### src/rtl/copyread_pkg.sv
// Shared definitions for the copy-read lane arbiter: default widths, lane-slice
// field offsets and a one-hot decode helper used by every lane selector.
package copyread_pkg;

   localparam int DEF_NUM_REQ  = 16;
   localparam int DEF_LOG_REQ  = 4;
   localparam int DEF_ADDR_W   = 9;
   localparam int DEF_DATA_W   = 64;
   localparam int DEF_FIFO_DEP = 4;
   localparam int MAX_REQ      = 64;

   // Each lane slice is packed as {addr, bv, data} with data in the low bits.
   function automatic int data_lsb();
      return 0;
   endfunction

   function automatic int data_msb(input int data_w);
      return data_w - 1;
   endfunction

   function automatic int bv_lsb(input int data_w);
      return data_w;
   endfunction

   function automatic int bv_msb(input int data_w);
      return data_w + data_w / 8 - 1;
   endfunction

   function automatic int addr_lsb(input int data_w);
      return data_w + data_w / 8;
   endfunction

   function automatic int addr_msb(input int addr_w, input int data_w);
      return data_w + data_w / 8 + addr_w - 1;
   endfunction

   function automatic int unsigned onehot_to_idx(input logic [MAX_REQ-1:0] oh);
      int unsigned idx;
      idx = 0;
      for (int i = 0; i < MAX_REQ; i++) begin
         if (oh[i]) idx = idx | unsigned'(i);
      end
      return idx;
   endfunction

endpackage

### src/rtl/rr_arbiter_core.sv
// Combinational lane selector: round-robin from a one-hot base pointer, or fixed
// priority with lane 0 highest. Produces a one-hot grant and its index.
module rr_arbiter_core
   import copyread_pkg::*;
#(
   parameter int NUM_REQ = DEF_NUM_REQ,
   parameter int IDX_W   = DEF_LOG_REQ,
   parameter int RR_EN   = 1
) (
   input  logic [NUM_REQ-1:0] req,
   input  logic [NUM_REQ-1:0] base,
   input  logic               en,
   output logic [NUM_REQ-1:0] grant,
   output logic [IDX_W-1:0]   idx
);

   logic [NUM_REQ-1:0] masked;
   logic [NUM_REQ-1:0] pick;

   // Requests at or above base win first; if none, the wrap-around falls back to
   // the full request vector, whose lowest set bit is then the next in rotation.
   always_comb begin
      masked = req & ~(base - NUM_REQ'(1));
      pick   = req;
      if (RR_EN != 0 && masked != '0) pick = masked;
      grant  = '0;
      if (en) grant = pick & (~pick + NUM_REQ'(1));
      idx    = IDX_W'(onehot_to_idx(MAX_REQ'(grant)));
   end

endmodule

### src/rtl/copyread_rr_arbiter.sv
// Arbitrates copy-read requests from the parser lanes onto the shared BRAM read
// path: one grant per cycle, a payload register stage, then a small output FIFO.
module copyread_rr_arbiter
   import copyread_pkg::*;
#(
   parameter int NUM_REQ  = DEF_NUM_REQ,
   parameter int LOG_REQ  = DEF_LOG_REQ,
   parameter int ADDR_W   = DEF_ADDR_W,
   parameter int DATA_W   = DEF_DATA_W,
   parameter int FIFO_DEP = DEF_FIFO_DEP,
   parameter int RR_EN    = 1
) (
   input  logic                                           clk,
   input  logic                                           rst,
   input  logic [NUM_REQ*(ADDR_W+DATA_W/8+DATA_W)-1:0]    req_data,
   input  logic [NUM_REQ-1:0]                             req_valid,
   output logic [NUM_REQ-1:0]                             req_grant,
   output logic [ADDR_W-1:0]                              out_addr,
   output logic [DATA_W/8-1:0]                            out_bv,
   output logic [DATA_W-1:0]                              out_data,
   output logic [LOG_REQ-1:0]                             out_id,
   output logic                                           out_valid,
   input  logic                                           out_ready,
   output logic [$clog2(FIFO_DEP):0]                      fifo_cnt
);

   localparam int LANE_W = ADDR_W + DATA_W / 8 + DATA_W;
   localparam int PTR_W  = $clog2(FIFO_DEP);
   localparam int CNT_W  = PTR_W + 1;
   localparam int D_LSB  = data_lsb();
   localparam int D_MSB  = data_msb(DATA_W);
   localparam int B_LSB  = bv_lsb(DATA_W);
   localparam int B_MSB  = bv_msb(DATA_W);
   localparam int A_LSB  = addr_lsb(DATA_W);
   localparam int A_MSB  = addr_msb(ADDR_W, DATA_W);

   logic [NUM_REQ-1:0] base;
   logic               can_acc;
   logic               arb_en;
   logic [LOG_REQ-1:0] grant_idx;
   logic               s1_valid;
   logic [LANE_W-1:0]  s1_word;
   logic [LOG_REQ-1:0] s1_id;
   logic [LANE_W-1:0]  fifo_word [FIFO_DEP];
   logic [LOG_REQ-1:0] fifo_id   [FIFO_DEP];
   logic [PTR_W-1:0]   wr_ptr;
   logic [PTR_W-1:0]   rd_ptr;
   logic [CNT_W-1:0]   cnt;
   logic               pop;
   logic [LANE_W-1:0]  head_word;

   // The beat sitting in stage 1 has already claimed a FIFO slot, so grants are
   // throttled on occupancy plus in-flight; out_ready never reaches the grant.
   assign can_acc = (32'(cnt) + 32'(s1_valid)) < FIFO_DEP;
   assign arb_en  = can_acc && !rst;

   rr_arbiter_core #(
      .NUM_REQ (NUM_REQ),
      .IDX_W   (LOG_REQ),
      .RR_EN   (RR_EN)
   ) u_core (
      .req   (req_valid),
      .base  (base),
      .en    (arb_en),
      .grant (req_grant),
      .idx   (grant_idx)
   );

   always_ff @(posedge clk) begin
      if (rst) begin
         base     <= NUM_REQ'(1);
         s1_valid <= 1'b0;
      end else begin
         s1_valid <= |req_grant;
         if (|req_grant) base <= {req_grant[NUM_REQ-2:0], req_grant[NUM_REQ-1]};
      end
   end

   always_ff @(posedge clk) begin
      if (|req_grant) begin
         s1_word <= req_data[int'(grant_idx)*LANE_W +: LANE_W];
         s1_id   <= grant_idx;
      end
   end

   assign pop = out_valid && out_ready;

   always_ff @(posedge clk) begin
      if (rst) begin
         wr_ptr <= '0;
         rd_ptr <= '0;
         cnt    <= '0;
      end else begin
         if (s1_valid) wr_ptr <= wr_ptr + 1'b1;
         if (pop)      rd_ptr <= rd_ptr + 1'b1;
         cnt <= cnt + CNT_W'(s1_valid) - CNT_W'(pop);
      end
   end

   always_ff @(posedge clk) begin
      if (s1_valid && !rst) begin
         fifo_word[wr_ptr] <= s1_word;
         fifo_id[wr_ptr]   <= s1_id;
      end
   end

   assign head_word = fifo_word[rd_ptr];
   assign out_addr  = head_word[A_MSB:A_LSB];
   assign out_bv    = head_word[B_MSB:B_LSB];
   assign out_data  = head_word[D_MSB:D_LSB];
   assign out_id    = fifo_id[rd_ptr];
   assign out_valid = (cnt != '0);
   assign fifo_cnt  = cnt;

endmodule
### config.mk
export PLATFORM = sky130hd
export DESIGN_NAME = copyread_rr_arbiter
export DESIGN_NICKNAME = d
export VERILOG_FILES = /design/src/rtl/copyread_pkg.sv /design/src/rtl/rr_arbiter_core.sv /design/src/rtl/copyread_rr_arbiter.sv
export SDC_FILE = /design/constraint.sdc
export NUM_CORES = 1
export LEC_CHECK = 0
export CORE_AREA = 2 2 551 553
export CTS_BUF_LIST = sky130_fd_sc_hd__clkbuf_4
export CTS_CLUSTER_DIAMETER = 50
export DETAILED_ROUTE_END_ITERATION = 8
export DIE_AREA = 0 0 553 555
export SLEW_MARGIN = 5
export SYNTH_ARGS = -nofsm -noshare
export SYNTH_HDL_FRONTEND = slang
export SYNTH_HIERARCHICAL = 1
export SYNTH_SLANG_ARGS = --single-unit
### constraint.sdc
create_clock -name clk -period 6.15 [get_ports clk]
set_clock_uncertainty 0.05 [all_clocks]
set_input_delay 1.23 -clock clk [delete_from_list [all_inputs] [get_ports clk]]
set_output_delay 1.23 -clock clk [all_outputs]
set_load 0.01 [all_outputs]
; ---- Word level (Yosys, flattened, before mapping)
; Memories as Yosys holds them, arrays and structs flattened. A register that Yosys moved wholly into a read port is not among the register bits.
; Cells that the tools add are included.
[classes]
addsub = 7
multipliers = 1
magnitude_cmp = 1
n_shift = 1
n_mux = 23
bitwise_logic = 4
reduce_logical = 7
[op_table]
columns = cell, count
row1 = variable part select 1296 x 12 -> 81 bit, 1
row2 = AND 16 bit, 2
row3 = 2-to-1 mux 16 bit, 2
row4 = 2-to-1 mux 4 bit, 8
row5 = NOT 16 bit, 2
row6 = "adder 16 x 1 -> 16 bit, second input constant", 1
row7 = nonzero test 16 bit, 1
row8 = OR reduction 16 bit, 1
row9 = "subtractor 16 x 1 -> 16 bit, second input constant", 1
row10 = 2-to-1 mux 2 bit, 6
row11 = 2-to-1 mux 3 bit, 4
row12 = "multiplier 4 x 7 -> 11 bit, second input constant", 1
row13 = "adder 2 x 1 -> 2 bit, second input constant", 2
row14 = adder 3 x 1 -> 4 bit, 1
row15 = "< comparator 4 x 3 -> 1 bit, second input constant", 1
row16 = adder 3 x 1 -> 3 bit, 1
row17 = logical AND 1 bit, 3
row18 = 2-to-1 mux 1 bit, 3
row19 = nonzero test 3 bit, 1
row20 = subtractor 3 x 1 -> 3 bit, 1
row21 = logical NOT 1 bit, 1
[totals]
ff_bits = 109
mem_bits_rw = 340
input_bits = 1315
wordCells = 53
n_memories = 2
[mem_list]
columns = memory, depth, width, rd, rd_ports_with_merged_regs, write_ports, line
row1 = fifo_word, 4, 81, 1, 1, 1, copyread_rr_arbiter.sv:44  ; logic [LANE_W-1:0] fifo_word [FIFO_DEP];
row2 = fifo_id, 4, 4, 1, 1, 1, copyread_rr_arbiter.sv:45  ; logic [LOG_REQ-1:0] fifo_id [FIFO_DEP];

; ---- Logic depth before layout (Yosys ltp)
; Gate-level depths: netlist (run 1).
[depth]
ltp_word = 26
ltp_mapped = 19

; ---- Modules after synthesis
; The synthesis (run 1) kept the hierarchy.
[modules_own_cells]
columns = mod, instances, cells_per_inst, area_per_inst_um2, seq_area_each_um2
row1 = copyread_rr_arbiter, 1, 1316, 25171.6, 13282.7
row2 = rr_arbiter_core, 1, 173, 1270.0, 0.0

; ---- Least setup slack after synthesis (run 1)
; Ideal clock, no wire load.
[synth_timing]
path_kind = in2reg
start = input port rst
end = register s1_id[0] (enable)
setup_ns = 0.401
arrival_ns = 4.842
required_ns = 5.699
path_slack_ns = 0.857
path_stages = 14
path_buffers = 4
cell_sequence = clkbuf_1 buf_1 nor2_1 inv_1 a2111oi_4 and2_1 and3_1 o31ai_4 a211oi_1 nor4_1 and4_1 clkbuf_1 buf_2 inv_2
[synth_via]
elab_chain_len = 4
[synth_lines]
columns = item, line
row1 = start: declaration, copyread_rr_arbiter.sv:14  ; input logic rst,
row2 = logical NOT 1 bit, copyread_rr_arbiter.sv:55  ; assign arb_en = can_acc && !rst;
row3 = logical AND 1 bit, copyread_rr_arbiter.sv:55
row4 = net arb_en, copyread_rr_arbiter.sv:39  ; logic arb_en;
row5 = 2-to-1 mux 16 bit, rr_arbiter_core.sv:27  ; if (en) grant = pick & (~pick + NUM_REQ'(1));
row6 = net req_grant[9], copyread_rr_arbiter.sv:17  ; output logic [NUM_REQ-1:0] req_grant,
row7 = OR reduction 16 bit, copyread_rr_arbiter.sv:80  ; if (|req_grant) begin
row8 = end signal: assignment, copyread_rr_arbiter.sv:82  ; s1_id <= grant_idx;
row9 = end: declaration, copyread_rr_arbiter.sv:43  ; logic [LOG_REQ-1:0] s1_id;
; The timed path passes the listed nets, and every way through them passes these cells.
; A chain may end at the register's enable or synchronous reset.

; ---- Final worst setup path (run 1)
[layout_timing]
start = register base[0]
end = output port req_grant[1]
[layout_via]
elab_chain_len = 9
[layout_lines]
columns = item, line
row1 = start: declaration, copyread_rr_arbiter.sv:37  ; logic [NUM_REQ-1:0] base;
row2 = start signal: assignment, copyread_rr_arbiter.sv:75  ; if (|req_grant) base <= {req_grant[NUM_REQ-2:0], req_grant[NUM_REQ-1]};
row3 = subtractor 16 x 1 -> 16 bit *, rr_arbiter_core.sv:23  ; masked = req & ~(base - NUM_REQ'(1));
row4 = NOT 16 bit *, rr_arbiter_core.sv:23
row5 = AND 16 bit *, rr_arbiter_core.sv:23
row6 = nonzero test 16 bit, rr_arbiter_core.sv:25  ; if (RR_EN != 0 && masked != '0) pick = masked;
row7 = 2-to-1 mux 16 bit *, rr_arbiter_core.sv:25
row8 = NOT 16 bit, rr_arbiter_core.sv:27
row9 = adder 16 x 1 -> 16 bit, rr_arbiter_core.sv:27
row10 = AND 16 bit *, rr_arbiter_core.sv:27
row11 = 2-to-1 mux 16 bit *, rr_arbiter_core.sv:27
row12 = end: declaration, copyread_rr_arbiter.sv:17
; Mark *: on every way between the ends. The rest lies on a longest branch, timed or not.

==> summary.txt, run 1 <==
Routing
  – Total Wirelength: 239800 µm
  – DR vias/cell: 3.500
  – Pre-antenna DRT Iters: 5
  – DR DRC count: 0
  – WL/cell: 32.90 µm
  – DR iter-0 viols: 2171
  – Antenna Nets Post-Route: 0
  – Via Count: 25508

Layout
  – Area added between synthesis and finish: 86.08%
  – Util after Layout: 16.33%
  – Fillers: 33200
  – Nets: 4486
  – Multi-input logic area: 12510 µm²
  – Post-route design area: 49200 µm²
  – Layout cells sized above 1: 28.43%
  – Post-layout instance count excluding filler cells: 7288
  – Register area: 13290 µm²

Run status
  – Run status: complete, no violations

GRT
  – Initial antenna violation count: 212
  – Met2 track demand over resource: 25.21%
  – Largest net degree at the start of global routing: 52
  – Met3 usage: 5.088%
  – First-pass GRT wire length: 295400 µm
  – GRT Residual Overflow: 0
  – Most used routing layer: met2
  – Routing usage on met1: 17.92%
  – Vias in the first global route: 26223
  – Total Routing Usage GR: 15.03%

Floorplanning
  – Core outline area: 301300 µm²
  – Std-Cell Rows: 202
  – Die X: 553 µm
  – Die Height: 555 µm
  – Die ar.: 306900 µm²
  – Initial core utilization: 8.777%
  – Ports: 1420

Synth
  – Simple logic cell fraction of the synthesized area: 4.396%
  – Post-Synthesis Cells: 1489
  – Post-synthesis register bit count: 451
  – Compound-gate portion of the synthesized area: 6.568%
  – Syn_nets: 2813
  – Yosys top cell by area: edfxtp_1
  – Synth Area in XOR/XNOR: 0.2981%
  – Cell variety after synth: 69
  – Syn Std Cell Area: 26440 µm²
  – Post-synth EDFFs: 425
  – Leading post-synthesis cells by cell area: edfxtp_1 (48%), mux4_2 (35%), a22oi_1 (4.6%)
  – Most frequent cell after synthesis: edfxtp_1
  – Synth top area share: 48.27%
  – Primary FF master, synth: edfxtp_1
  – Sequential element share of the synthesized area: 50.23%
  – Most frequent cells after synthesis: edfxtp_1 (425), mux4_2 (409), a22oi_1 (162)
  – Main combinational cell family by area after synthesis: multiplexers
  – Mux contribution to synthesized area: 35.13%
  – Synth warnings: 6
  – Async SR Flop Fraction: 0%
  – Mean post-synth cell area: 17.76 µm²
  – Adder-cell area share of the yosys netlist: 0.4543%

Timing
  – Minimum clock period: 5884 ps
  – Crit share post-route: 95.68%
  – WHS: 435.2 ps
  – Worst-Margin Slew: 1012 ps
  – RSZ-0062 raised after global routing: yes
  – # setup viols final: 0
  – Max Slew Vio Count: 0
  – FMAX: 0.1700 GHz
  – Slew HR: 32.54%
  – Hold violation count in the final report: 0

Place
  – HPWL Detailed: 209600 µm
  – Area after DPL: 47240 µm²
  – Port buffer count: 1419
  – Gpl congestion: 0.9673
  – Placed Cells: 6986

Clock tree
  – # clock sinks: 451
  – Max H-tree Level: 4
  – CTS tree: yes
  – Worst-path clk slew: 70 ps
  – Max Buffers Root-to-Sink: 4
  – Clk Latency, worst-skew pair: 1050 ps
  – CTS Hold Bufs: 0
  – Clock root cell: clkbuf_4
  – Num CTS Buffers: 146

Pwr
  – Peak supply drop: 0.1315 mV
  – Static Leakage: 15.51 nW
  – Total power: 15.55 mW
  – Pwr dens: 316.1 nW/µm²

Setup path
  – Kind of critical path: flop to output pin
  – Crit path cell chain: inv_1 -> ha_4 -> or3b_4 -> or4_4 -> nand3_2 -> and3_4 -> and4_4 -> buf_4 -> a21o_1 -> nor3b_2 -> buf_4 -> clkdlybuf4s50_1
  – Arr. time, crit path: 4600 ps
  – CP max stage cell: clkdlybuf4s50_1
  – Crit. End Element: output pin
  – Most frequent CP cell: buf_4
  – CP max FO: 7
  – Startpoint types: flop
  – Worst path max stage delay: 550 ps
  – Critical Path RT: 4870 ps

Hold path
  – Hold/Removal Path Class: flop to flop

Job
  – Max-Cap Viols: 0
[power breakdown]
group	leakage, nW	switching [mW]	total (mW)	internal [mW]
logic	10.4	3.65	7.47	3.82
clock network	1.02	1.49	3.02	1.53
registers	4.10	0.756	5.07	4.31
total	15.5	5.90	15.6	9.66
[cell type report]
| class | count | share of cell area, % |
|---|---|---|
| Multi-Input combinational cell | 885 | 25.43 |
| Antenna cell | 60 | 0.3051 |
| Clock inverter | 37 | 0.3738 |
| Tap cell | 3978 | 10.12 |
| Sequential cell | 451 | 27.01 |
| Inverter | 16 | 0.1322 |
| Clock buffer | 199 | 3.036 |
| Timing Repair Buffer | 1662 | 33.60 |
[worst paths after layout]
kind | endpoint | slack, ps | cells past startpoint | start
max | req_grant[1] | 270 | 12 | base[0]
min | fifo_word[2][56] | 440 | 0 | s1_word[56]
max reg2reg | s1_word[33] | 500 | 15 | base[5]
min reg2reg | fifo_word[2][56] | 440 | 0 | s1_word[56]
[through the flow]
stage / worst slack [ps] / setup TNS, ps
4_1_cts: 8.282 / 0
6_report: 265.9 / 0
3_5_place_dp: -364.7 / -3531
5_1_grt: -44.58 / -81.53
3_3_place_gp: -427.8 / -4143
2_1_floorplan: 857.0 / 0
[layer usage]
| metal | up-vias | share of wire (%) | routed length [µm] |
|---|---|---|---|
| li1 | 10072 | - | - |
| met1 | 12999 | 40 | 95590 |
| met2 | 1843 | 47 | 113400 |
| met3 | 494 | 9.0 | 21460 |
| met4 | 100 | 3.6 | 8694 |
| met5 | - | 0.27 | 648 |
[registers in the layout, indices dropped and copies added, names as in the netlist, named ones only]
signal	flops
fifo_word	324
s1_word	81
base	16
fifo_id	16
s1_id	4
fifo_cnt	3
rd_ptr	2
wr_ptr	2
s1_valid	1
[critical path, delay by kind of cell, from the launching register on]
family,cells,cell delay [ps]
simple gates,6,1890
compound gates,1,150
fa+ha+maj,1,170
buf+inv,4,990
flops,1,350
[cells by family after synthesis]
logic type	Yosys count
flip-flops	451
XOR/XNOR	9
multiplexers	416
buffers and inverters	153
AND/OR/NAND/NOR	223
adder cells (fa/ha/maj)	9
AO/OA/AOI/OAI	228
[layout by cell type, fill, tap and decap left out, types with 8 or more instances in the layout]
cell             instances
buf_12                  40
dfxtp_1                 24
o21ai_0                  8
diode_2                 60
nand2_1                 99
clkdlybuf4s50_1       1415
clkinv_1                19
clkinv_2                12
clkbuf_4               199
buf_4                  203
inv_1                   14
mux4_2                 409
nor2_1                  36
a21oi_1                 21
edfxtp_1               425
a22oi_1                162
nand2b_1                 9
[timing repair]
action / in CTS / in global routing
pin swaps: 3 / 2
gates resized for setup: 17 / 7
cloned: 0 / 0
setup buffers: 4 / 2
setup endpoints to repair: 20 / 10
Note: power is estimated with default switching activity, not from simulation.
==> inputs of run 2 (changes only) <==
CTS_CLUSTER_SIZE = 24   (was unset)
==> run 2 against run 1 <==
Net effect: worst setup slack better by 14 ps; non-clock buffer count did not move; first-iteration DRC count grew 2.1%; sequential cell count unchanged; power shrank 2.1%; die area did not move; via count shrank 1.7%; register-to-register slack better by 40 ps; hold slack got worse by 13 ps; critical path depth stayed put; fmax is 0.24% higher; sequential power about the same; largest cell class unchanged.
==> summary.txt, run 2 (synthesis gave the netlist of run 1 again) <==
Layout
  – Max reg flops: 324
  – Most common cell after layout, fill and taps aside: clkdlybuf4s50_1
  – Multi-input logic area: 12510 µm²
  – Layout cells sized above 1: 26.70%
  – Area added between synthesis and finish: 85.00%
  – Fillers: 33161
  – Biggest regs: fifo_word (324), s1_word (81)
  – Most frequent cells in the layout: clkdlybuf4s50_1 (1417), edfxtp_1 (425), mux4_2 (409)
  – Largest Register: fifo_word
  – Post-route design area: 48920 µm²
  – Register area: 13290 µm²
  – Post-layout instance count excluding filler cells: 7203
  – Nets: 4420

Routing
  – DR DRC count: 0
  – Total Wirelength: 238800 µm
  – Via Count: 25084
  – Pre-antenna DRT Iters: 5
  – Antenna Nets Post-Route: 0
  – DR vias/cell: 3.482
  – DR iter-0 viols: 2216
  – WL/cell: 33.16 µm

GRT
  – Total Routing Usage GR: 14.99%
  – Initial antenna violation count: 206
  – First-pass GRT wire length: 294000 µm
  – GRT Residual Overflow: 0
  – Vias in the first global route: 25615
  – Largest net degree at the start of global routing: 52

Setup path
  – Crit path cell chain: inv_1 -> ha_4 -> or3b_4 -> or4_4 -> nand3_2 -> and3_4 -> and4_4 -> nand2_1 -> o21ai_0 -> and3_1 -> buf_4 -> clkdlybuf4s50_1
  – FF-to-FF End: s1_word[14]
  – WP buf/inv: 3
  – End point of the critical path: req_grant[3]
  – Critical Path RT: 4870 ps
  – CP max FO: 7
  – CP max stage cell: clkdlybuf4s50_1
  – Crit Reg-Reg Startpoint: base[0]
  – Crit path launch: base[0]
  – Kind of critical path: flop to output pin
  – Total stage count of the critical path: 12
  – R2r setup slk: 540 ps
  – Critical path's top delay family: simple AND/OR/NAND/NOR gates
  – Startpoint types: flop
  – R2R cell count: 18
  – Arr. time, crit path: 4590 ps
  – Worst path max stage delay: 540 ps
  – Crit. End Element: output pin

Hold path
  – Hold/Removal Path Class: flop to flop

Pwr
  – Clock power frac: 17.8%
  – Pwr dens: 311.3 nW/µm²
  – P_sw: 5.985 mW
  – Static Leakage: 15.20 nW
  – Total power: 15.23 mW
  – Power share of the combinational group: 49.0%
  – Sw Ratio: 39.31%
  – Int Pwr: 9.242 mW
  – Seq pwr share: 33.3%
  – Peak supply drop: 0.1316 mV

Job
  – Max-Cap Viols: 0

Timing
  – Slew HR: 34.09%
  – FMAX: 0.1704 GHz
  – # setup viols final: 0
  – PnR worst setup slack: 279.9 ps
  – RSZ-0062 raised after global routing: no
  – Worst-Margin Slew: 988.6 ps
  – TNS Setup: 0 ps
  – Minimum clock period: 5870 ps
  – Hold violation count in the final report: 0
  – Crit share post-route: 95.45%
  – Max Slew Vio Count: 0

Floorplanning
  – Std-Cell Rows: 202
  – Die X: 553 µm
  – Initial core utilization: 8.777%
  – Core outline area: 301300 µm²
  – Ports: 1420
  – Die Height: 555 µm
  – Die ar.: 306900 µm²

Clock tree
  – Max H-tree Level: 3
  – # clock sinks: 451
  – Max Buffers Root-to-Sink: 3
  – CTS Hold Bufs: 0
  – Clock root cell: clkbuf_4
  – Worst-path clk slew: 110 ps
  – Clk Latency, worst-skew pair: 1070 ps
  – CTS tree: yes
  – Num CTS Buffers: 80

Place
  – HPWL Detailed: 209600 µm
  – Port buffer count: 1419
  – Placement Setup Slack: -364.7 ps
  – Placed Cells: 6986
  – Area after DPL: 47240 µm²
  – Gpl congestion: 0.9673

Run status
  – Run status: complete, no violations
==> run 2: worst reg2reg max path, stage by stage, from the launching register on <==
cell      delay (ps)
dfxtp_1          360
inv_1            110
ha_4             170
or3b_4           450
buf_4            170
nor4_4           170
mux2_4           340
and3_2           270
and2_4           220
nand2_1          250
o21ai_0          180
a31oi_1          360
nand4b_1         360
buf_12           280
buf_4            310
buf_12           170
mux4_2           520
a22oi_1          600
nand2_1          100
==> run 2: cell type report <==
class / count / area share (%)
antenna: 64 / 0.3274
clock buffer: 87 / 1.335
clock inverter: 60 / 1.494
inverter: 16 / 0.1330
multi-input combinational: 885 / 25.58
sequential: 451 / 27.17
tap: 3978 / 10.17
timing repair buffer: 1662 / 33.79
==> run 2: power by group through the flow <==
| stage | clock [mW] | sequential, mW | combinational [mW] |
|---|---|---|---|
| after global routing | 2.98 | 5.15 | 7.89 |
| after detailed placement | 0 | 5.17 | 7.61 |
| after floorplan | 0 | 4.57 | 3.47 |
| after CTS | 2.90 | 5.10 | 7.66 |
| after global placement | 0 | 5.13 | 7.60 |
| final | 2.71 | 5.06 | 7.46 |
==> run 2: what timing repair did <==
item	4_1_cts	5_1_grt
gates resized for setup	16	6
endpoints found under the setup margin	16	6
hold endpoints to repair	0	0
pin swaps	3	2
buffers inserted	4	2
==> run 2: metrics by stage <==
stage / util (%) / hold WS [ps]
after floorplan: - / 408.7
after global placement: 15.68 / 417.2
after detailed placement: 15.68 / 432.1
after CTS: 16.17 / 439.6
after global routing: 16.21 / 456.1
final: 16.24 / 421.8
==> run 2: per-layer routing <==
metal  global-route usage [%]  vias to the layer above  routed length, µm
met4                    4.681                       88               8355
met3                    4.832                      464              20420
li1                         -                     9916                  -
met1                    18.01                    12890              96030
met5                        0                        -                566
met2                    25.24                     1726             113500
==> run 2: worst min path at each step <==
stage / depth (start not counted) / slack, ps / end / from
floorplan: 0 / 410 / fifo_id[0][0] / s1_id[0]
CTS: 0 / 440 / fifo_word[3][61] / s1_word[61]
finish: 0 / 420 / fifo_word[3][61] / s1_word[61]
detailed placement: 0 / 430 / fifo_id[0][1] / s1_id[1]
global route: 0 / 460 / fifo_word[3][61] / s1_word[61]
global placement: 0 / 420 / fifo_word[1][54] / s1_word[54]
